File: src/rtl/zbuf_fetch.sv
// Z-buffer fetch: issues depth reads and pairs each pixel with its stored Z after RD_LAT cycles; also runs full-buffer clears.
// Latency RD_LAT cycles accept-to-output; in_ready drops on same-address hazards, while clearing, and in the clear_start cycle.
module zbuf_fetch #(
    parameter int ADDR_W   = 19,
    parameter int RD_LAT   = 2,
    parameter int FB_WORDS = 307200
) (
    input  logic              clk,
    input  logic              reset,
    input  logic              in_valid,
    output logic              in_ready,
    input  logic [ADDR_W-1:0] in_addr,
    input  logic [26:0]       in_z,
    input  logic [15:0]       in_color,
    input  logic              clear_start,
    output logic              clear_busy,
    output logic [ADDR_W-1:0] zrd_addr,
    input  logic [26:0]       zrd_data,
    output logic [26:0]       out_pixelZ,
    output logic [26:0]       out_currZ,
    output logic [15:0]       out_color,
    output logic              out_rasterPixel,
    output logic              out_clearPixel,
    output logic [ADDR_W-1:0] out_addr
);

    localparam logic [1:0] S_RUN   = 2'd0;
    localparam logic [1:0] S_DRAIN = 2'd1;
    localparam logic [1:0] S_CLEAR = 2'd2;

    localparam int                LAST      = RD_LAT - 1;
    localparam logic [ADDR_W-1:0] LAST_ADDR = ADDR_W'(FB_WORDS - 1);

    logic [1:0]        state_q, state_d;
    logic [ADDR_W-1:0] cnt_q, cnt_d;

    logic [RD_LAT-1:0] vld_q;
    logic [ADDR_W-1:0] addr_q [RD_LAT];
    logic [26:0]       z_q    [RD_LAT];
    logic [15:0]       col_q  [RD_LAT];

    logic hazard;
    logic accept;

    // A pending entry has not yet been written back, so reading its address now would return stale Z.
    always_comb begin
        hazard = 1'b0;
        for (int i = 0; i < RD_LAT; i++) begin
            if (vld_q[i] && (addr_q[i] == in_addr)) begin
                hazard = 1'b1;
            end
        end
    end

    assign in_ready = (state_q == S_RUN) & ~clear_start & ~hazard;
    assign accept   = in_valid & in_ready;

    always_comb begin
        state_d = state_q;
        cnt_d   = cnt_q;
        case (state_q)
            S_RUN: begin
                if (clear_start) begin
                    state_d = S_DRAIN;
                end
            end
            S_DRAIN: begin
                if (vld_q == '0) begin
                    state_d = S_CLEAR;
                    cnt_d   = '0;
                end
            end
            S_CLEAR: begin
                if (cnt_q == LAST_ADDR) begin
                    state_d = S_RUN;
                    cnt_d   = '0;
                end else begin
                    cnt_d = cnt_q + ADDR_W'(1);
                end
            end
            default: begin
                state_d = S_RUN;
                cnt_d   = '0;
            end
        endcase
    end

    always_ff @(posedge clk) begin
        if (reset) begin
            state_q <= S_RUN;
            cnt_q   <= '0;
            vld_q   <= '0;
        end else begin
            state_q  <= state_d;
            cnt_q    <= cnt_d;
            vld_q[0] <= accept;
            for (int i = 1; i < RD_LAT; i++) begin
                vld_q[i] <= vld_q[i-1];
            end
        end
    end

    // Payload needs no reset: it is only observed through the valid bits.
    always_ff @(posedge clk) begin
        addr_q[0] <= in_addr;
        z_q[0]    <= in_z;
        col_q[0]  <= in_color;
        for (int i = 1; i < RD_LAT; i++) begin
            addr_q[i] <= addr_q[i-1];
            z_q[i]    <= z_q[i-1];
            col_q[i]  <= col_q[i-1];
        end
    end

    assign zrd_addr        = (state_q == S_RUN) ? in_addr : '0;
    assign clear_busy      = (state_q != S_RUN);
    assign out_rasterPixel = vld_q[LAST];
    assign out_clearPixel  = (state_q == S_CLEAR);
    assign out_pixelZ      = out_rasterPixel ? z_q[LAST]   : '0;
    assign out_currZ       = out_rasterPixel ? zrd_data    : '0;
    assign out_color       = out_rasterPixel ? col_q[LAST] : '0;
    assign out_addr        = out_rasterPixel ? addr_q[LAST] :
                             out_clearPixel  ? cnt_q        : '0;

endmodule

File: config.mk
export PLATFORM = sky130hd
export DESIGN_NAME = zbuf_fetch
export DESIGN_NICKNAME = d
export VERILOG_FILES = /design/src/rtl/zbuf_fetch.sv
export SDC_FILE = /design/constraint.sdc
export NUM_CORES = 1
export LEC_CHECK = 0
export CAP_MARGIN = 20
export CELL_PAD_IN_SITES_DETAIL_PLACEMENT = 1
export CELL_PAD_IN_SITES_GLOBAL_PLACEMENT = 1
export CORE_AREA = 8 8 117 146
export DETAILED_ROUTE_END_ITERATION = 10
export DIE_AREA = 0 0 125 154
export HOLD_SLACK_MARGIN = 0.1
export PLACE_DENSITY = 0.91
export SETUP_SLACK_MARGIN = 0.05
export SYNTH_ARGS = -nofsm -noshare
export SYNTH_HDL_FRONTEND = slang
export SYNTH_SLANG_ARGS = --single-unit
File: constraint.sdc
create_clock -name clk -period 3 [get_ports clk]
set_clock_uncertainty 0.05 [all_clocks]
set_input_delay 0.45 -clock clk [delete_from_list [all_inputs] [get_ports clk]]
set_output_delay 0.45 -clock clk [all_outputs]
set_load 0.01 [all_outputs]
; Yosys cells after proc, flatten, opt, wreduce, memory -nomap -nowiden
; Memory sizes are Yosys's and may differ from the RTL's.
; Index checks and enable logic that the tools add are counted.
[op_classes]
shifts = 0
add_sub_neg = 1
mul = 0
reduce_logical = 7
order_cmp = 0
n_bitwise = 6
mux = 15
n_eq_ne = 8
div_mod_pow = 0
[op_table]
columns = op, count
row1 = 19-bit two-way mux, 5
row2 = 19-bit case mux with 3 select lines, 1
row3 = 27-bit two-way mux, 2
row4 = 19-bit equality test, 2
row5 = "19-bit by 1-bit adder with 19-bit output, second input constant", 1
row6 = "19-bit equality test, second input constant", 1
row7 = 16-bit two-way mux, 1
row8 = 2-bit two-way mux, 3
row9 = 2-bit case mux with 3 select lines, 1
row10 = 2-bit logical NOT, 2
row11 = "2-bit != test, second input constant", 2
row12 = 1-bit AND, 3
row13 = 1-bit inverter, 3
row14 = 3-bit AND reduction, 1
row15 = "2-bit by 1-bit equality test with 1-bit output, second input constant", 1
row16 = "2-bit equality test, second input constant", 1
row17 = 1-bit logical AND, 2
row18 = 1-bit two-way mux, 2
row19 = "2-bit by 1-bit != test with 1-bit output, second input constant", 1
row20 = 2-bit AND reduction, 1
row21 = 2-bit nonzero test, 1
[totals]
latchBits = 0
romBits = 0
ff_bits = 23
mem_count = 3
mem_bits_rw = 124
[memory_table]
columns = name, depth, word_bits, rd, rd_ports_with_merged_regs, write_ports, line
row1 = z_q, 2, 27, 2, 0, 2, 39  ; logic [26:0] z_q [RD_LAT];
row2 = addr_q, 2, 19, 2, 0, 2, 38  ; logic [ADDR_W-1:0] addr_q [RD_LAT];
row3 = col_q, 2, 16, 2, 0, 2, 40  ; logic [15:0] col_q [RD_LAT];

; Logic depth before layout (Yosys ltp)
[depth]
word_depth = 7
ltp_mapped = 7
ltp_nobuf = 6

; Worst setup path after synthesis
; No wires, ideal clock.
[synth_timing]
path_type = register to register
from = reg cnt_q[0]
to = reg cnt_q[16]
required_ps = 2876
path_buffers = 0
t_arrival_ps = 1925
path_slack_ps = 950
setup_ps = 74
stages_incl_launch_ff = 7
path_cell_list = dfxtp_1 > ha_1 > nand2_2 > or3_4 > or3_4 > or3_1 > a31oi_1
[synth_via]
elab_chain_cells = 3
[synth_rtl]
columns = item, line
row1 = "start, declared", 35  ; logic [ADDR_W-1:0] cnt_q, cnt_d;
row2 = "start signal, assigned", 95  ; cnt_q <= cnt_d;
row3 = 19-bit by 1-bit adder with 19-bit output / 19-bit equality test (equally long branches), "78, 74"
row4 = 19-bit two-way mux *, 74  ; if (cnt_q == LAST_ADDR) begin
row5 = 19-bit case mux with 3 select lines *, 61  ; case (state_q)
; Every way passes the cells marked *; elsewhere a longest branch is shown, timed or not.
; A chain may end at the register's enable or synchronous reset.

; Worst setup path after layout
[layout_timing]
from = reg vld_q[1]
to = out out_color[7]
[layout_via]
elab_chain_cells = 1
[layout_rtl]
columns = item, line
row1 = "start, declared", 37  ; logic [RD_LAT-1:0] vld_q;
row2 = "start signal, assigned by index", 98  ; vld_q[i] <= vld_q[i-1];
row3 = 16-bit two-way mux, 121  ; assign out_color = out_rasterPixel ? col_q[LAST] : '0;
row4 = "end, declared", 21  ; output logic [15:0] out_color,
; Every way passes these cells.

==> results.md <==
* Setup TNS at 0 ns
* Final Hold Viols at 0
* Core footprint at 0.0148 mm^2
* Hold Slack at 0.278 ns
* Sw Share at 0.252
* Fmax at 363 MHz
* RSZ-0062 raised after global routing: false
* P&R area growth vs syn at 58.5%
* Lkg Pwr at 3.02 nW
* Post-DP HPWL at 13,600 um
* Clk root buf: clkbuf_16
* Die extent in x at 125 um
* GP Congestion at 0.859
* Initial Utilization at 0.334
* Post-synth top flop: dfxtp_1
* Standard-cell rows at 50
* Total power density per cell area at 598 mW/mm^2
* Flop pwr share at 0.447
* GRT Total Usage at 0.189
* Number of remaining DRC errors at 0
* Post-synthesis simple-gate area fraction at 0.232
* CP Capture Type: primary output
* Reg2Reg Depth at 6
* CP Data Required Time at 2.50 ns
* Placement Cell Area at 0.00719 mm^2
* Final period util at 0.919
* Post-CTS Setup Inserts at 0
* # IOs at 205
* Post-Syn Nets at 572
* Routed Antenna Nets at 0
* Clock Latency Late Sink at 0.43 ns
* Clock power frac at 0.462
* Most frequent cells in the layout: clkdlybuf4s50_1, dfxtp_1, and2_1
* Synth top area cells: dfxtp_1, and2_1, xor2_1, nand2_1, o21ai_0
* Post-synthesis adder-cell area fraction at 0.00254
* Clock-pin slew on the worst setup and hold paths at 0.07 ns
* Worst Hold Launch: z_q[0][4]$_DFF_P_
* R2R setup slack at 0.70 ns
* Seq. cell area at 0.00295 mm^2
* CTS tree: yes
* Final setup viols at 0
* Share of cells above drive strength 1 at 0.0782
* Worst min path class: reg2reg
* Final nets at 784
* Final core utilization at 0.529
* Commonest non-fill, non-tap cell in the layout: clkdlybuf4s50_1
* Vias in the first global route at 4,916
* Final Max Slew Viols at 0
* Avg Synthesized Cell Area at 10.3 um^2
* Maximum fanout along the worst path at 54
* Post-synth top area cell: dfxtp_1
* WHS Endpoint: z_q[0][31]$_DFF_P_
* Max clock buf depth at 2
* Via count at 4,281
* First-pass GRT wire length at 28,000 um
* Post-synthesis sequential area ratio at 0.597
* Final Instance Area at 0.00782 mm^2
* CTS Sinks at 147
* Comb pwr share at 0.091
* Synthesized area at 0.00493 mm^2
* R2R Path End: cnt_q[16]$_SDFFE_PP0P_
* First drt pass iteration count at 4
* Largest family of logic cells by synthesized area: simple AND/OR/NAND/NOR gates
* Reg2reg start: cnt_q[0]$_SDFFE_PP0P_
* Critical Path Start Type: register
* Initial drt markers at 191
* # hold bufs at CTS at 0
* Synth top area share at 0.597
* Num CTS Buffers at 17
* VDD IR max at 0.520 mV
* Largest net degree at the start of global routing at 55
* Fraction of registers with async set/reset at 0
* Crit Path Class: reg2out
* Number of port buffers at 204
* Congestion Overflow GR at 0
* N_diodes at 0
* EDFF count, synth at 0
* Routed length per placed instance at 20.7 um
* Switching power total at 1.18 mW
* Die area at 0.0193 mm^2
* Yosys reg bits at 147
* Slew headroom at 0.632
* Final cell count without fillers at 885
* Int Power at 3.49 mW
* CP arrival at 2.26 ns
* H-tree levels at 4
* Multiplexer share of the synthesized area at 0.00609
* Post-synth cell types at 44
* # fillers at 1,574
* Die H at 154 um
* Post-synthesis compound-gate area fraction at 0.0695
* Multi-input gate area at 0.00191 mm^2
* Final wirelength at 18,300 um
* DR vias/cell at 4.84
* Max Cap Viol at 0
* Tmin final at 2.76 ns
* Worst hold path cell count at 0
* Yosys warns at 0
* Outcome: complete, no violations
* Synth Instances at 478
* Initial antenna violation count at 0
* Placed Cells at 853
* Post-Synth XOR/XNOR Area at 0.0728
* Slew @ Worst Pin at 0.547 ns
-- metal layers --
layer  up-vias  track usage  routed length (um)
met5         -            0                   0
met4         0       0.0634                 351
met3        35       0.0647                1100
met2       142        0.360               10100
met1      2097        0.186                6770
li1       2007            -                   -
-- worst max path at each step --
stage	startpoint	end	slack [ns]	cells after the start
global route	vld_q[1]$_SDFF_PP0_	out_pixelZ[25]	0.09	3
finish	vld_q[1]$_SDFF_PP0_	out_color[7]	0.24	3
floorplan	cnt_q[0]$_SDFFE_PP0P_	cnt_q[16]$_SDFFE_PP0P_	0.95	6
CTS	state_q[1]$_SDFFE_PP0P_	out_addr[4]	0.06	6
detailed placement	in_addr[14]	in_ready	-0.07	7
global placement	in_addr[3]	in_ready	-0.04	7
-- power by group through the flow --
stage | Clock [mW] | Combinational (mW) | Sequential (mW)
2_1_floorplan | 0 | 0.143 | 2.11
3_3_place_gp | 0 | 0.408 | 2.12
3_5_place_dp | 0 | 0.422 | 2.13
4_1_cts | 2.20 | 0.431 | 2.09
5_1_grt | 2.28 | 0.455 | 2.10
6_report | 2.16 | 0.425 | 2.09
-- synthesized netlist by cell type, types with 3 or more instances --
cell type / count
xnor2_1: 5
nand2_1: 47
clkbuf_1: 18
dfxtp_1: 147
a31oi_1: 5
and2_1: 90
nand4_1: 6
xor2_1: 36
nor4_1: 10
nand3_1: 7
nor3_1: 6
nor2_1: 14
a21oi_1: 12
inv_1: 6
mux2i_1: 3
o21ai_0: 29
a22o_1: 3
-- critical path, stage by stage (launching register included) --
cell and delay [ns]:
dfxtp_4 0.60, buf_4 0.44, and2_1 0.21, clkdlybuf4s50_1 0.57
-- sequential cells by signal (all words and copies together) (netlist names) --
name,flops
vld_q,2
state_q,2
col_q,32
addr_q,38
cnt_q,19
z_q,54
-- layout make-up --
cell class	instances	share of cell area
well taps	182	0.0291
clock buffers	17	0.0544
clock inverters	15	0.0230
repair buffers	212	0.269
flip-flops and latches	147	0.377
multi-input cells	306	0.244
inverters	6	0.00288
-- per-stage QoR --
stage	power, mW	setup slack (ns)
floorplan	2.25	0.950
global placement	2.53	-0.0405
detailed placement	2.56	-0.0662
CTS	4.72	0.0598
global route	4.83	0.0910
finish	4.67	0.242
-- logic make-up after synthesis --
family	after synthesis
AOI/OAI and AO/OA	59
xor gates and xnor gates	41
adders and majority gates	1
buffers and inverters	25
DFF	147
muxes	3
and+or+nand+nor	202
-- what timing repair did --
| action | in CTS | in global routing |
|---|---|---|
| gates resized for setup | 7 | 4 |
| endpoints found under the setup margin | 53 | 12 |
| pin swaps | 1 | 0 |
| gates cloned | 0 | 0 |
Power figures use the tool's default switching activity.
